===== src/rtl/pe_row_ctrl.sv =====
// Row controller feeding a 3-tap PE: loads weights, streams features, drains results.
// Optional ReLU on captured results when PE_ROW_CTRL_RELU_EN is defined.
module pe_row_ctrl #(
  parameter int ADDR_BITS     = 8,
  parameter int DATA_BITS     = 16,
  parameter int INTERNAL_BITS = 32
) (
  input  logic                     clk,
  input  logic                     rst,
  input  logic                     start,
  input  logic [ADDR_BITS-1:0]     row_len,
  output logic                     busy,
  output logic                     done,
  output logic                     err,
  output logic                     w_rd,
  output logic [1:0]               w_addr,
  input  logic [DATA_BITS-1:0]     w_rdata,
  output logic                     if_rd,
  output logic [ADDR_BITS-1:0]     if_addr,
  input  logic [DATA_BITS-1:0]     if_rdata,
  output logic                     pe_W_w,
  output logic [DATA_BITS-1:0]     pe_W_in,
  output logic                     pe_IF_w,
  output logic [DATA_BITS-1:0]     pe_IF_in,
  input  logic [INTERNAL_BITS-1:0] pe_result,
  output logic                     out_valid,
  input  logic                     out_ready,
  output logic [INTERNAL_BITS-1:0] out_data,
  output logic [ADDR_BITS-1:0]     out_idx
);

  typedef enum logic [2:0] {
    IDLE,
    LOAD_W,
    FETCH,
    SHIFT,
    CAPTURE,
    DONE
  } state_t;

  state_t                 state, state_n;
  logic [ADDR_BITS-1:0]   k, k_n;
  logic [ADDR_BITS-1:0]   len_q;
  logic [1:0]             cnt, cnt_n;
  logic                   err_q;
  logic                   accept;
  logic                   short_req;
  logic                   cap_ld;
  logic [INTERNAL_BITS-1:0] cap_val;

  assign accept    = (state == IDLE) && start && (row_len >= ADDR_BITS'(3));
  assign short_req = (state == IDLE) && start && (row_len <  ADDR_BITS'(3));
  assign cap_ld    = (state == CAPTURE) && (!out_valid || out_ready);
  assign err       = err_q;

  // Result shaping before capture
  always_comb begin
`ifdef PE_ROW_CTRL_RELU_EN
    cap_val = pe_result[INTERNAL_BITS-1] ? '0 : pe_result;
`else
    cap_val = pe_result;
`endif
  end

  // FSM state, tap index, load counter, latched length and error pulse
  always_ff @(posedge clk) begin
    if (rst) begin
      state <= IDLE;
      k     <= '0;
      cnt   <= '0;
      len_q <= '0;
      err_q <= 1'b0;
    end else begin
      state <= state_n;
      k     <= k_n;
      cnt   <= cnt_n;
      err_q <= short_req;
      if (accept) len_q <= row_len;
    end
  end

  // Output register: loads on capture, clears when drained
  always_ff @(posedge clk) begin
    if (rst) begin
      out_valid <= 1'b0;
      out_data  <= '0;
      out_idx   <= '0;
    end else if (cap_ld) begin
      out_valid <= 1'b1;
      out_data  <= cap_val;
      out_idx   <= k - ADDR_BITS'(2);
    end else if (out_valid && out_ready) begin
      out_valid <= 1'b0;
    end
  end

  // Next-state and strobe/bus decode
  always_comb begin
    state_n  = state;
    k_n      = k;
    cnt_n    = cnt;
    busy     = (state != IDLE);
    done     = err_q;
    w_rd     = 1'b0;
    w_addr   = '0;
    pe_W_w   = 1'b0;
    pe_W_in  = '0;
    if_rd    = 1'b0;
    if_addr  = '0;
    pe_IF_w  = 1'b0;
    pe_IF_in = '0;
    unique case (state)
      IDLE: begin
        if (accept) begin
          state_n = LOAD_W;
          k_n     = '0;
          cnt_n   = '0;
        end
      end
      LOAD_W: begin
        if (cnt != 2'd3) begin
          w_rd   = 1'b1;
          w_addr = cnt;
        end
        if (cnt != 2'd0) begin
          pe_W_w  = 1'b1;
          pe_W_in = w_rdata;
        end
        cnt_n = cnt + 2'd1;
        if (cnt == 2'd3) state_n = FETCH;
      end
      FETCH: begin
        if_rd   = 1'b1;
        if_addr = k;
        state_n = SHIFT;
      end
      SHIFT: begin
        pe_IF_w  = 1'b1;
        pe_IF_in = if_rdata;
        if (k < ADDR_BITS'(2)) begin
          k_n     = k + ADDR_BITS'(1);
          state_n = FETCH;
        end else begin
          state_n = CAPTURE;
        end
      end
      CAPTURE: begin
        if (cap_ld) begin
          if (k == len_q - ADDR_BITS'(1)) begin
            state_n = DONE;
          end else begin
            k_n     = k + ADDR_BITS'(1);
            state_n = FETCH;
          end
        end
      end
      DONE: begin
        if (!out_valid) begin
          done    = 1'b1;
          state_n = IDLE;
        end
      end
      default: state_n = IDLE;
    endcase
  end

endmodule


===== config.mk =====
export PLATFORM = sky130hd
export DESIGN_NAME = pe_row_ctrl
export DESIGN_NICKNAME = d
export VERILOG_FILES = /design/src/rtl/pe_row_ctrl.sv
export SDC_FILE = /design/constraint.sdc
export NUM_CORES = 1
export LEC_CHECK = 0
export CAP_MARGIN = 20
export CORE_MARGIN = 2
export CORE_UTILIZATION = 25
export CTS_CLUSTER_SIZE = 14
export DETAILED_ROUTE_END_ITERATION = 12
export SKIP_CTS_REPAIR_TIMING = 1
export SYNTH_ARGS = -nofsm -noshare
export SYNTH_HDL_FRONTEND = slang
export SYNTH_SLANG_ARGS = --single-unit

===== constraint.sdc =====
create_clock -name clk -period 6.2 [get_ports clk]
set_clock_uncertainty 0.15 [all_clocks]
set_input_delay 0.62 -clock clk [delete_from_list [all_inputs] [get_ports clk]]
set_output_delay 0.62 -clock clk [all_outputs]
set_load 0.1 [all_outputs]

==> impl_metrics.ini <==
[routing]
detail_route.drc_violations = 0
via_per_inst = 4.57
first_pass_iters = 5
drt-initial-drc-count = 191
wl_per_cell_um = 13.8
dr_vias = 3402
postRouteAntennaNets = 0
postRouteWirelength_um = 10300

[min_path]
min_delay_startpoint = out_data[2]
worst_hold_path.endpoint = out_data[2]
whs_path_depth = 2
timing.hold.worst.class = flop to flop

[sta]
report.final.hold_viol_count = 0
portion_of_the_clock_cycle_consumed_by_the_worst_path_in_the_final_layout_pct = 64.5
count_of_endpoints_failing_setup_in_the_final_report = 0
max_freq_mhz = 250
timing.slew.headroom_pct = 31.4
final-max-slew-violation-count = 0
finalWorstSetupSlack_ps = 2200
timing.setup.tns_ps = 0
grt_setup_unrepaired = false
worst_pin_slew_ps = 1030
fin_crit_ps = 4000

[pwr]
netSwitchingPower_mw = 0.461
power.share.switching_pct = 34.8
pwr_cell_area_nw_per_um2 = 247
clkPwrFrac_pct = 36.9
cellLeakagePower_nw = 1.96
internal-power_mw = 0.862
maximum_vdd_drop_mv = 0.0966
logic_gate_share_of_total_power_pct = 29.9
pwr-share-seq_pct = 33.2

[global_routing]
gr-usage-all-layers_pct = 14.5
largest_net_degree_at_the_start_of_global_routing = 61
antenna_violations_before_repair = 1
first_global_vias = 3240
grt_first_pass_wirelength_um = 16500
grt_overflow = 0

[cts]
worst_setup_hold_path_clk_slew_ps = 50
tritoncts = done
clock_latency_ps = 320
h_tree_depth_reported_by_cts = 3
numClockSinks = 63
clockRootBuffer = clkbuf_16
cts-buffers-inserted = 9
clock_tree.buffer_depth = 2

[worst_setup_path]
worstRegToRegCells = 8
timing.setup.critical_path_class = flop to output pin
regToRegSetupSlack_ps = 3480
crit_required_ps = 5430
worst-path-max-fanout = 17
worstReg2RegEnd = k[2]
critical_path_arrival_ps = 3230
worst_setup_path_end_kind = output pin
crit-reg2reg-launch = len_q[0]
critical_path.startpoint_type = flop

[floorplanning]
pin_count = 166
std_cell_rows = 41
die-height_um = 119
fp.dieW_um = 119
initial_utilization_pct = 25.8
core-area_um2 = 12700
area_enclosed_by_the_die_boundary_um2 = 14100

[synth]
synth-warning-count = 0
synth_edf_count = 0
synth_seq_cells = 63
seq_area_frac_synth_pct = 38.4
synthArstFlopShare_pct = 0
netlist_instances = 415
synthFlopType = dfxtp_1
synth.distinct_cells = 54
post_synth_instance_area_um2 = 3290
synth_area_per_cell_um2 = 7.92
synthesis.nets = 499

[layout]
n_antenna_cell = 0
layout.nets = 652
area_delta_synth_final_pct = 62.9
post_route_cells_drive_above_1_share_pct = 5.93
fillers = 1305

[outcome]
outcome = finished clean

[placement]
placed_wire_length_estimate_after_detailed_placement_um = 7810
last_weighted_congestion_value_of_the_routability_driven_placer = 0.810
place_ws_ps = 2510
port-buffer-count = 165

[run]
max_cap_viol_count = 0
-- routing by layer --
layer	GRT usage (%)	up-vias	wire length (um)
li1	-	1714	-
met1	17.5	1552	4540
met2	24.2	126	4750
met3	4.97	10	858
met4	4.69	0	132
met5	0	-	0
-- synth_stat cells, types with 2 or more instances --
cell type,instances,area (um^2)
inv_1,14,52.6
a211oi_1,9,67.6
ha_1,8,100
o21ai_0,3,15.0
dfxtp_1,63,1260
or4_1,5,37.5
o31a_1,2,17.5
xor2_1,6,52.6
xnor2_1,9,78.8
o21ai_1,4,20.0
nor2b_1,3,18.8
a221o_1,3,30.0
nand2_1,78,293
buf_2,2,10.0
or2_2,3,18.8
nor2_1,39,146
a21o_1,4,30.0
and2_1,40,250
nor4_1,4,25.0
buf_1,2,7.51
nand3_1,7,35.0
and3_1,2,12.5
clkbuf_1,19,71.3
nor3_1,8,40.0
mux2i_1,5,50.1
nor4b_1,3,26.3
a21oi_1,43,215
-- worst max-delay path by stage --
stage	from	to	slack, ps
after floorplan	state[0]	if_addr[0]	1690
after global placement	state[0]	pe_W_in[3]	2630
after detailed placement	state[0]	pe_W_in[6]	2510
after CTS	state[0]	pe_W_in[6]	2160
after global routing	state[0]	pe_W_in[5]	1930
final	state[0]	pe_W_in[6]	2200
-- cells in the final DEF, fill, tap and decap left out, drive strengths merged, types with 8 or more instances in the layout --
cell / instances
clkdlybuf4s50: 164
nand2: 78
dfxtp: 63
a21oi: 44
and2: 40
nor2: 40
inv: 14
clkbuf: 10
a211oi: 9
xnor2: 9
nor3: 8
ha: 8
-- layout make-up --
type	instances	area, um^2	share of cell area [%]
well taps	172	215	4.02
multi-input cells	313	1870	35.0
inverters	14	52.6	0.982
clock buffers	10	229	4.28
clock inverters	6	61.3	1.15
flip-flops and latches	63	1260	23.6
repair buffers	167	1660	31.0
-- flip-flops by register name, summed over array words and instances, names as in the netlist --
register / flops
out_data: 32
k: 8
len_q: 8
out_idx: 8
state: 3
cnt: 2
err: 1
out_valid: 1
-- per-stage QoR --
step	utilization (%)	instance area, um^2	power (mW)	cells	hold slack [ps]
3_5_place_dp	39.8	5060	0.844	729	296
5_1_grt	42.1	5350	1.39	745	321
3_3_place_gp	39.8	5060	0.841	729	292
6_report	42.1	5350	1.32	745	302
2_1_floorplan	-	3290	0.729	415	331
4_1_cts	42.1	5350	1.34	745	304
-- worst max-delay path, stage by stage (launching register included) --
cell	delay [ps]
dfxtp_1	540
nand2_1	140
or2_2	320
nor2_1	530
and2_1	230
clkdlybuf4s50_1	1140
-- power by group through the flow --
stage                     clock (mW)  combinational (mW)  sequential, mW
after floorplan                    0               0.292           0.437
after global placement             0               0.395           0.446
after detailed placement           0               0.397           0.448
after CTS                      0.506               0.398           0.439
after global routing           0.523               0.423           0.443
final                          0.488               0.396           0.439
-- kinds of logic (layout without fill, tap and decap cells) --
logic type | count (synthesis) | after routing | synth area share, %
AO/OA/AOI/OAI | 82 | 82 | 17.2
XOR/XNOR | 15 | 15 | 4.00
adder cells (fa/ha/maj) | 8 | 8 | 3.05
buffers and inverters | 39 | 197 | 4.87
flip-flops | 63 | 63 | 38.4
multiplexers | 6 | 6 | 1.87
AND/OR/NAND/NOR | 202 | 202 | 30.6
No activity file was read; power rests on OpenSTA's default activity.
